### config.mk
export PLATFORM = sky130hd
export DESIGN_NAME = vga_scan_compositor
export DESIGN_NICKNAME = d
export VERILOG_FILES = /design/src/rtl/vga_scan_compositor.sv
export SDC_FILE = /design/constraint.sdc
export NUM_CORES = 1
export LEC_CHECK = 0
export BUFFER_PORTS_ARGS = -buffer_cell sky130_fd_sc_hd__buf_2
export CELL_PAD_IN_SITES_DETAIL_PLACEMENT = 0
export CELL_PAD_IN_SITES_GLOBAL_PLACEMENT = 2
export CORE_MARGIN = 2
export CORE_UTILIZATION = 30
export CTS_CLUSTER_SIZE = 24
export DETAILED_ROUTE_END_ITERATION = 6
export PLACE_DENSITY_LB_ADDON = 0.1
export REMOVE_ABC_BUFFERS = 1
export SETUP_SLACK_MARGIN = 0.5
export SLEW_MARGIN = 40
export SYNTH_ARGS = -nofsm -noshare
export SYNTH_HDL_FRONTEND = slang
export SYNTH_SLANG_ARGS = --single-unit
### constraint.sdc
create_clock -name clk -period 2.2 [get_ports clk]
set_input_delay 0.66 -clock clk [delete_from_list [all_inputs] [get_ports clk]]
set_output_delay 0.66 -clock clk [all_outputs]
set_load 0.02 [all_outputs]
### src/rtl/vga_scan_compositor.sv
// 640x480@60 VGA scan generator that fetches sprite pixels by coordinate and
// composites them over a background colour into RGB888 with sync/blank.
module vga_scan_compositor #(
  parameter int          H_VISIBLE  = 640,
  parameter int          H_FRONT    = 16,
  parameter int          H_SYNC     = 96,
  parameter int          H_BACK     = 48,
  parameter int          V_VISIBLE  = 480,
  parameter int          V_FRONT    = 10,
  parameter int          V_SYNC     = 2,
  parameter int          V_BACK     = 33,
  parameter int          PIX_DIV    = 2,
  parameter int          SPRITE_LAT = 2,
  parameter logic [7:0]  BG_COLOR   = 8'h3B
) (
  input  logic       clk,
  input  logic       rst,
  input  logic [7:0] data,
  input  logic       visible_flag,
  output logic [9:0] current_pixel_x,
  output logic [9:0] current_pixel_y,
  output logic [7:0] vga_r,
  output logic [7:0] vga_g,
  output logic [7:0] vga_b,
  output logic       vga_hs,
  output logic       vga_vs,
  output logic       vga_blank_n,
  output logic       vblank_start
);

  localparam int H_TOTAL = H_VISIBLE + H_FRONT + H_SYNC + H_BACK;
  localparam int V_TOTAL = V_VISIBLE + V_FRONT + V_SYNC + V_BACK;
  localparam int DIV_W   = (PIX_DIV > 1) ? $clog2(PIX_DIV) : 1;

  localparam logic [DIV_W-1:0] DIV_LAST = DIV_W'(PIX_DIV - 1);
  localparam logic [DIV_W-1:0] DIV_ONE  = DIV_W'(1);
  localparam logic [9:0] H_LAST   = 10'(H_TOTAL - 1);
  localparam logic [9:0] V_LAST   = 10'(V_TOTAL - 1);
  localparam logic [9:0] H_ACT    = 10'(H_VISIBLE);
  localparam logic [9:0] V_ACT    = 10'(V_VISIBLE);
  localparam logic [9:0] HS_START = 10'(H_VISIBLE + H_FRONT);
  localparam logic [9:0] HS_END   = 10'(H_VISIBLE + H_FRONT + H_SYNC);
  localparam logic [9:0] VS_START = 10'(V_VISIBLE + V_FRONT);
  localparam logic [9:0] VS_END   = 10'(V_VISIBLE + V_FRONT + V_SYNC);
  localparam logic [9:0] VBL_PREV = 10'(V_VISIBLE - 1);

  logic [DIV_W-1:0] div_cnt_reg;
  logic             pix_tick;
  logic [9:0]       h_cnt_reg;
  logic [9:0]       v_cnt_reg;
  logic             h_wrap;
  logic             v_wrap;
  logic             tick_reg;
  logic             vblank_start_reg;
  logic             active;
  logic             hs_raw;
  logic             vs_raw;
  logic [3:0]       align_out;
  logic             d_tick;
  logic             d_active;
  logic             d_hs;
  logic             d_vs;
  logic [7:0]       colour;

  assign pix_tick = (div_cnt_reg == DIV_LAST);
  assign h_wrap   = (h_cnt_reg == H_LAST);
  assign v_wrap   = (v_cnt_reg == V_LAST);

  always_ff @(posedge clk or negedge rst) begin
    if (!rst) begin
      div_cnt_reg <= '0;
    end else if (pix_tick) begin
      div_cnt_reg <= '0;
    end else begin
      div_cnt_reg <= div_cnt_reg + DIV_ONE;
    end
  end

  // tick_reg marks the clk on which a freshly updated coordinate is on the bus
  always_ff @(posedge clk or negedge rst) begin
    if (!rst) begin
      h_cnt_reg        <= '0;
      v_cnt_reg        <= '0;
      tick_reg         <= 1'b0;
      vblank_start_reg <= 1'b0;
    end else begin
      tick_reg         <= pix_tick;
      vblank_start_reg <= pix_tick && h_wrap && (v_cnt_reg == VBL_PREV);
      if (pix_tick) begin
        if (h_wrap) begin
          h_cnt_reg <= '0;
          v_cnt_reg <= v_wrap ? 10'd0 : v_cnt_reg + 10'd1;
        end else begin
          h_cnt_reg <= h_cnt_reg + 10'd1;
        end
      end
    end
  end

  assign current_pixel_x = h_cnt_reg;
  assign current_pixel_y = v_cnt_reg;
  assign vblank_start    = vblank_start_reg;

  assign active = (h_cnt_reg < H_ACT) && (v_cnt_reg < V_ACT);
  assign hs_raw = !((h_cnt_reg >= HS_START) && (h_cnt_reg < HS_END));
  assign vs_raw = !((v_cnt_reg >= VS_START) && (v_cnt_reg < VS_END));

  // Timing flags ride alongside the sprite ROM pipeline so they meet its data
  genvar gi;
  generate
    for (gi = 0; gi < SPRITE_LAT; gi++) begin : g_dly
      logic [3:0] stage_reg;
      if (gi == 0) begin : g_head
        always_ff @(posedge clk or negedge rst) begin
          if (!rst) begin
            stage_reg <= '0;
          end else begin
            stage_reg <= {tick_reg, active, hs_raw, vs_raw};
          end
        end
      end else begin : g_tail
        always_ff @(posedge clk or negedge rst) begin
          if (!rst) begin
            stage_reg <= '0;
          end else begin
            stage_reg <= g_dly[gi-1].stage_reg;
          end
        end
      end
    end
  endgenerate

  assign align_out = g_dly[SPRITE_LAT-1].stage_reg;
  assign {d_tick, d_active, d_hs, d_vs} = align_out;

  always_comb begin
    colour = 8'h00;
    if (d_active) begin
      colour = visible_flag ? data : BG_COLOR;
    end
  end

  always_ff @(posedge clk or negedge rst) begin
    if (!rst) begin
      vga_r       <= '0;
      vga_g       <= '0;
      vga_b       <= '0;
      vga_hs      <= 1'b1;
      vga_vs      <= 1'b1;
      vga_blank_n <= 1'b0;
    end else if (d_tick) begin
      vga_r       <= {colour[7:5], colour[7:5], colour[7:6]};
      vga_g       <= {colour[4:2], colour[4:2], colour[4:3]};
      vga_b       <= {colour[1:0], colour[1:0], colour[1:0], colour[1:0]};
      vga_hs      <= d_hs;
      vga_vs      <= d_vs;
      vga_blank_n <= d_active;
    end
  end

endmodule

==> metrics, run 1 <==
status complete, no violations; Setup Crit Path Kind reg2reg; CP Cell Sequence nor4b_4, and4_4, buf_6, nand4_1, mux2_1; DRC Markers 0; Clk pin slew, worst setup/hold paths 80 ps; GR Util All Layers 11.9%; Clock Sink Count 42; Die X 85.0 um; post-DP HPWL 2900 um; critical-path maximum fanout 7; Slew headroom 62.1%; TritonCTS clock tree yes; Final Cell Area 2430 um2; final clock skew 4.13 ps; Clock Path Buffers 2; mapped cell area 1970 um2; Finished Layout Cells 321; vias 1,507; Slew @ Worst Pin 568 ps; share of layout cells above drive strength 1 39.3%; number of max-cap violations 0; Yosys cell types 36; largest net degree at the start of global routing 23; Final Max Slew Viols 0; DIE AREA 7220 um2; htree depth 2; setup violators final 0; ys async rst share 100%; GP Congestion 0.771; Tcrit/Tclk final 75.8%; depth of the worst register-to-register path 5; vias in the first global route 1,436; Peak VDD IR 0.202 mV; Final nets 258; global route total overflow 0; Fmax achieved 600 MHz; Critical Path RT 2380 ps; total wire length 4160 um; Routed WL per cell 13.0 um; die height 85.0 um; Slowest-stage cell, CP dfrtp_2; Core Area 6350 um2; Hold Path Class in2async; LEAKAGE 1.21 nW; area grow syn2layout 23.7%; Final ANT Viol Nets 0; final worst path period need 1670 ps; PD cells 571 nW/um2; total power 1.39 mW; first-pass GRT wire length 6860 um; IO Pins 59; Arrival @ worst endpoint 1840 ps; most common cell after layout, fill and taps aside buf_2; max incr delay on CP 440 ps; Synth Flop Type dfrtp_1; DP Cell Count 300; most frequent cells in the layout buf_2, dfrtp_1, inv_1; # diodes 0; initial antenna violation count 0; Ys Warns 0; root buf cell clkbuf_8; RSZ-0062 raised after global routing yes; Final Hold Viols 0; Worst setup SP type flip-flop; Area after DPL 2230 um2; Crit. End Element flip-flop; Vias/cell 4.69; Initial Util 31.0%; Synth Register Bits 42; Clock Latency Late Sink 290 ps; drt first pass iters 4; Post-Route Setup TNS 0 ps; Cells after Synth 185; Avg Cell Area, Syn 10.6 um2; initial DRC count 63; Post-synth EDFFs 0; Fillers 640; IO buf count 58; # rows 29; number of CTS-inserted buffers 5; post-synthesis sequential area ratio 53.5%; final core utilization 38.3%
## cell usage after synthesis, types with 3 or more instances
master    count  area (um2)
inv_1        18        67.6
o211ai_1      5        37.5
xnor2_1       7        61.3
clkbuf_1      3        11.3
nor3_1        3        15.0
o21ai_0       8        40.0
nand3_1       7        35.0
mux2_2        4        45.0
a21oi_1       4        20.0
nand2_1      13        48.8
nor2_1        7        26.3
nand4_1       7        43.8
o22ai_1       5        31.3
dfrtp_1      40        1000
buf_4        19         143
ha_1          4        50.1
and3_1        7        43.8
## kinds of logic after synthesis
group | share of synthesized area (%)
flops | 53.5
fa+ha+maj | 2.54
simple gates | 15.8
compound gates | 8.77
xor+xnor | 4.01
buf+inv | 11.5
mux | 3.88
## layout make-up
class,count,area [um2],area share (%)
Clock inverter,1,5.00,0.206
Inverter,18,67.6,2.77
Clock buffer,7,86.3,3.55
Sequential cell,42,1060,43.5
Timing Repair Buffer,74,427,17.5
Multi-Input combinational cell,102,694,28.5
Tap cell,77,96.3,3.96
## path summary, 6_finish.rpt
check                                            from            endpoint  slack (ps)
worst min-delay path                              rst            vga_b[6]         330
min in group clk                g_dly[0].stage_reg[0]        align_out[0]         350
worst min register to register  g_dly[0].stage_reg[0]        align_out[0]         350
worst max register to register     current_pixel_x[7]  current_pixel_y[4]         530
max in group asynchronous                         rst              vga_hs        1290
worst max-delay path               current_pixel_x[7]  current_pixel_y[4]         530
## power breakdown
part	switching (mW)	internal, mW	total [mW]
combinational	0.0604	0.0283	0.0887
sequential	0.00610	0.779	0.785
clock	0.264	0.253	0.517
## critical path: cells and delay by family, from the launching register on
family / cells / cell delay [ps]
AND/OR/NAND/NOR: 3 / 670
flip-flops: 1 / 440
multiplexers: 1 / 320
buffers and inverters: 1 / 120
## per-stage QoR
stage | setup slack, ps | hold slack [ps]
global route | 461 | 356
global placement | 439 | 332
finish | 532 | 331
floorplan | 292 | 331
detailed placement | 390 | 335
CTS | 501 | 346
## routing by layer
layer	up-vias	track usage (%)	wire length, um
met3	6	3.70	241
met1	718	15.4	1950
met4	0	4.33	62
met5	-	0	0
met2	46	18.8	1910
li1	737	-	-
## repair_timing
action,CTS,global route
hold buffers,0,0
gates cloned,0,1
buffers inserted,6,6
resized for setup,6,4
pin swaps,2,2
setup endpoints to repair,4,6
Power figures use the tool's default switching activity.
==> run 2: changes to the inputs <==
==> constraint.sdc (replaced) <==
create_clock -name clk -period 1.65 [get_ports clk]
set_input_delay 0.495 -clock clk [delete_from_list [all_inputs] [get_ports clk]]
set_output_delay 0.495 -clock clk [all_outputs]
set_load 0.02 [all_outputs]
==> metrics, run 2 (synthesis results as in run 1) <==
total power 2.02 mW (+45%); Arrival @ worst endpoint 1740 ps (-100 ps); sequential power share 52.4% (-4.0 points); Clock Sink Count 42 (unchanged); Final Max Slew Viols 0 (unchanged); share of layout cells above drive strength 1 57.5% (+18 points); global route total overflow 0 (unchanged); initial DRC count 85 (+35%); Initial Util 31.0% (unchanged); IO buf count 58 (unchanged); Slew @ Worst Pin 249 ps (-320 ps); IO Pins 59 (unchanged); DIE AREA 7220 um2 (unchanged); final hold slack 165 ps (-166 ps); # rows 29 (unchanged); GR Util All Layers 14.4% (+2.6 points); Core Area 6350 um2 (unchanged); Clock Latency Late Sink 280 ps (about the same); Hold Buf Count CTS 0 (unchanged); Logic pwr share 7.8% (+1.4 points); max incr delay on CP 430 ps (about the same); switching share of power 22.3% (-1.5 points); critical-path maximum fanout 6 (-1); Slowest-stage cell, CP dfrtp_1; root buf cell clkbuf_8; delay-heaviest family, CP simple AND/OR/NAND/NOR gates; TritonCTS clock tree yes; final worst slack 82.5 ps (-450 ps); Routed WL per cell 13.7 um (+5.4%); Int Power 1.57 mW (+48%); Die X 85.0 um (unchanged); DRC Markers 0 (unchanged); htree depth 2 (unchanged); Psw 449 uW (+36%); power share of the clock group 39.8% (+2.6 points); Final nets 301 (+17%); Hold Path Class in2async; first-pass GRT wire length 8490 um (+24%); vias in the first global route 1,757 (+22%); Setup Crit Path Kind reg2reg; area grow syn2layout 67.6%; final worst path period need 1570 ps (-100 ps); setup violators final 0 (unchanged); DP Worst Slack -11.0 ps (-401 ps); post-DP HPWL 3170 um (+9.2%); number of max-cap violations 0 (unchanged); drt first pass iters 4 (unchanged); area of the multi-input gates 816 um2 (+17%); number of CTS-inserted buffers 5 (unchanged); Slew headroom 83.2% (+21 points); Critical Path RT 1830 ps (-550 ps); initial antenna violation count 0 (unchanged); Worst setup SP type flip-flop; status complete, no violations; WP buf/inv 0 (-1); final clock skew 4.31 ps (+0.173 ps); Fillers 568 (-11%); PD cells 611 nW/um2 (+6.9%); total wire length 4970 um (+20%); largest net degree at the start of global routing 43 (+87%); vias 1,702 (+13%); register area 1070 um2 (+0.71%); die height 85.0 um (unchanged); RSZ-0062 raised after global routing yes; LEAKAGE 1.54 nW (+28%); CP Cell Sequence nor4b_4, and4_4, nand4_1, mux2_4; Final Hold Viols 0 (unchanged); Peak VDD IR 0.321 mV (+59%); GP Congestion 0.744 (-3.5%); most common cell after layout, fill and taps aside buf_6; # diodes 0 (unchanged); most frequent cells in the layout buf_6, buf_4, dfrtp_1; Vias/cell 4.68 (-0.40%); Clk pin slew, worst setup/hold paths 80 ps (about the same); Crit. End Element flip-flop; Final ANT Viol Nets 0 (unchanged); Tcrit/Tclk final 95.0% (+19 points); Fmax achieved 638 MHz (+6.4%); Clock Path Buffers 2 (unchanged); final core utilization 52.0% (+14 points)
[run 2: worst register-to-register path: stages (launching register included)]
cell     delay (ps)
dfrtp_1         430
nor4b_4         300
and4_4          300
nand4_1         110
mux2_4          310
[run 2: path summary, 6_finish.rpt]
kind | from | slack (ps) | to | depth (start not counted)
min in group clk | g_dly[0].stage_reg[2] | 350 | align_out[2] | 0
max in group asynchronous | rst | 1220 | vga_vs | 2
max | current_pixel_x[6] | 80 | current_pixel_y[4] | 4
min | rst | 170 | vga_r[4] | 2
min reg2reg | g_dly[0].stage_reg[2] | 350 | align_out[2] | 0
max reg2reg | current_pixel_x[6] | 80 | current_pixel_y[4] | 4
[run 2: metal layers]
| layer | track usage (%) | part of all wire, % | vias to the layer above |
|---|---|---|---|
| met5 | 0 | 0 | - |
| met4 | 3.90 | 0.50 | 0 |
| met3 | 2.92 | 4.4 | 2 |
| met2 | 24.7 | 51 | 41 |
| met1 | 18.6 | 44 | 838 |
| li1 | - | - | 821 |
[run 2: metrics by stage]
stage               TNS, ps  cells  instance area (um2)
finish                    0    364                 3300
floorplan              -878    162                 1810
detailed placement    -11.0    317                 2360
CTS                       0    355                 3090
global route              0    364                 3300
global placement          0    317                 2360
[run 2: layout make-up]
cell class	instances	share of cell area (%)
clock buffer	6	2.20
clock inverter	2	1.14
tap	77	2.92
sequential	42	32.3
inverter	18	2.05
timing repair buffer	117	34.7
multi-input combinational	102	24.7
[run 2: timing repair]
item	CTS	global route
pin swaps	16	14
setup buffers	30	9
endpoints found under the setup margin	69	75
cloned	0	0
resized for setup	130	33
[run 2: power groups by stage]
stage	clock (mW)	sequential, mW	combinational [mW]
after floorplan	0	1.11	0.0102
after global placement	0	1.07	0.122
after detailed placement	0	1.07	0.121
after CTS	0.834	1.06	0.158
after global routing	0.888	1.06	0.171
final	0.803	1.06	0.157
==> run 3: changes to the inputs <==
--- a/config.mk
+++ b/config.mk
@@ -9,7 +9,7 @@
 export CELL_PAD_IN_SITES_DETAIL_PLACEMENT = 0
 export CELL_PAD_IN_SITES_GLOBAL_PLACEMENT = 2
 export CORE_MARGIN = 2
-export CORE_UTILIZATION = 30
+export CORE_UTILIZATION = 31
 export CTS_CLUSTER_SIZE = 24
 export DETAILED_ROUTE_END_ITERATION = 6
 export PLACE_DENSITY_LB_ADDON = 0.1
==> metrics, run 3 (synthesis results as in run 1) <==
root buf cell clkbuf_8; final worst path period need 1570 ps (+6.74 ps); Fillers 583 (+2.6%); LEAKAGE 1.45 nW (-6.2%); Area after DPL 2350 um2 (-0.32%); Final nets 288 (-4.3%); # diodes 0 (unchanged); PD cells 596 nW/um2 (-2.4%); delay-heaviest family, CP simple AND/OR/NAND/NOR gates; met3 usage 3.07% (+0.15 points); vias in the first global route 1,705 (-3.0%); RR Startpoint current_pixel_x[5]; met1 Usage GRT 18.5% (-0.10 points); largest net degree at the start of global routing 43 (unchanged); Final Max Slew Viols 0 (unchanged); global route total overflow 0 (unchanged); Setup Crit Path Kind reg2reg; Clock Path Buffers 2 (unchanged); post-DP HPWL 3150 um (-0.42%); DIE AREA 7000 um2 (-3.1%); vias 1,655 (-2.8%); Slowest-stage cell, CP dfrtp_1; Final Hold Viols 0 (unchanged); die height 83.7 um (-1.5%); Final ANT Viol Nets 0 (unchanged); Hold Path Class in2async; initial antenna violation count 0 (unchanged); final clock skew 4.80 ps (+0.490 ps); total power 1.83 mW (-9.0%); Core Area 6240 um2 (-1.7%); Crit. End Element flip-flop; initial DRC count 45 (-47%); Final Cell Area 3080 um2 (-6.8%); GP Congestion 0.750 (+0.75%); CP Cell Sequence nor4b_4, and4_4, nand4_1, mux2_1; share of layout cells above drive strength 1 52.4% (-5.1 points); # rows 29 (unchanged); Peak VDD IR 0.285 mV (-11%); Hold Buf Count CTS 0 (unchanged); number of CTS-inserted buffers 5 (unchanged); Setup crit start current_pixel_x[5]; status complete, no violations; Fmax achieved 635 MHz (-0.43%); Finished Layout Cells 350 (-3.8%); Clk pin slew, worst setup/hold paths 80 ps (about the same); Initial Util 31.5% (+0.54 points); Reg2Reg Setup Slack 80 ps (about the same); r2r endpoint current_pixel_y[4]; Clock Latency Late Sink 290 ps (about the same); Tcrit/Tclk final 95.4% (+0.41 points); met2 Use GR 23.1% (-1.7 points); htree depth 2 (unchanged); most common cell after layout, fill and taps aside buf_6; Arrival @ worst endpoint 1750 ps (about the same); most frequent cells in the layout buf_6, dfrtp_1, buf_4; Worst setup SP type flip-flop; first-pass GRT wire length 8010 um (-5.6%); Crit path depth 4 (unchanged); gr busiest metal met2; Die X 83.7 um (-1.5%); area grow syn2layout 56.3%; Clock Sink Count 42 (unchanged); DRC Markers 0 (unchanged); RSZ-0062 raised after global routing yes; depth of the worst register-to-register path 4 (unchanged); setup violators final 0 (unchanged); WP buf/inv 0 (unchanged); Slew @ Worst Pin 296 ps (+47.6 ps); IO Pins 59 (unchanged); crit path capture current_pixel_y[4]; final core utilization 49.3% (-2.7 points); Routed WL per cell 13.7 um (+0.17%); Vias/cell 4.73 (+1.1%); max incr delay on CP 420 ps (about the same); number of max-cap violations 0 (unchanged); Critical Path RT 1830 ps (about the same); drt first pass iters 4 (unchanged); Slew headroom 80.3% (-2.9 points); DP Cell Count 316 (-0.32%); IO buf count 58 (unchanged); TritonCTS clock tree yes; critical-path maximum fanout 5 (-1); total wire length 4790 um (-3.7%); GR Util All Layers 14.2% (-0.22 points)
## run 3: metrics by stage
stage	hold WS [ps]	setup TNS, ps	setup slack [ps]
2_1_floorplan	199	-878	-258
3_3_place_gp	332	0	16.5
3_5_place_dp	337	-141	-67.3
4_1_cts	170	0	68.9
5_1_grt	178	0	24.9
6_report	162	0	75.8
## run 3: power breakdown
| part | total [mW] | internal (mW) | switching, mW | leakage, nW |
|---|---|---|---|---|
| registers | 1.06 | 1.04 | 0.0156 | 0.492 |
| clock network | 0.621 | 0.284 | 0.337 | 0.0438 |
| logic | 0.157 | 0.0758 | 0.0811 | 0.911 |
| total | 1.83 | 1.40 | 0.434 | 1.45 |
## run 3: worst min path at each step
stage / from / to / depth (start not counted)
finish: rst / vga_r[6] / 2
global route: rst / vga_r[6] / 2
CTS: rst / vga_r[6] / 2
detailed placement: g_dly[0].stage_reg[2] / align_out[2] / 0
global placement: g_dly[0].stage_reg[2] / align_out[2] / 0
floorplan: rst / align_out[0] / 0
## run 3: layout make-up
cell class | count | area (um2) | area share [%]
flip-flops and latches | 42 | 1070 | 34.7
repair buffers | 104 | 1010 | 32.8
multi-input cells | 102 | 757 | 24.6
well taps | 77 | 96.3 | 3.13
clock buffers | 5 | 68.8 | 2.24
inverters | 18 | 67.6 | 2.20
clock inverters | 2 | 10.0 | 0.325
## run 3: layer usage
layer / vias to the layer above / wire length, um
met3: 9 / 198
met2: 53 / 2390
met5: - / 0
met1: 798 / 2110
met4: 0 / 91
li1: 795 / -
## run 3: timing repair
item,4_1_cts,5_1_grt
setup buffers,26,1
resized for setup,126,15
setup endpoints to repair,71,71
endpoints found under the hold margin,0,0
pin swaps,15,11
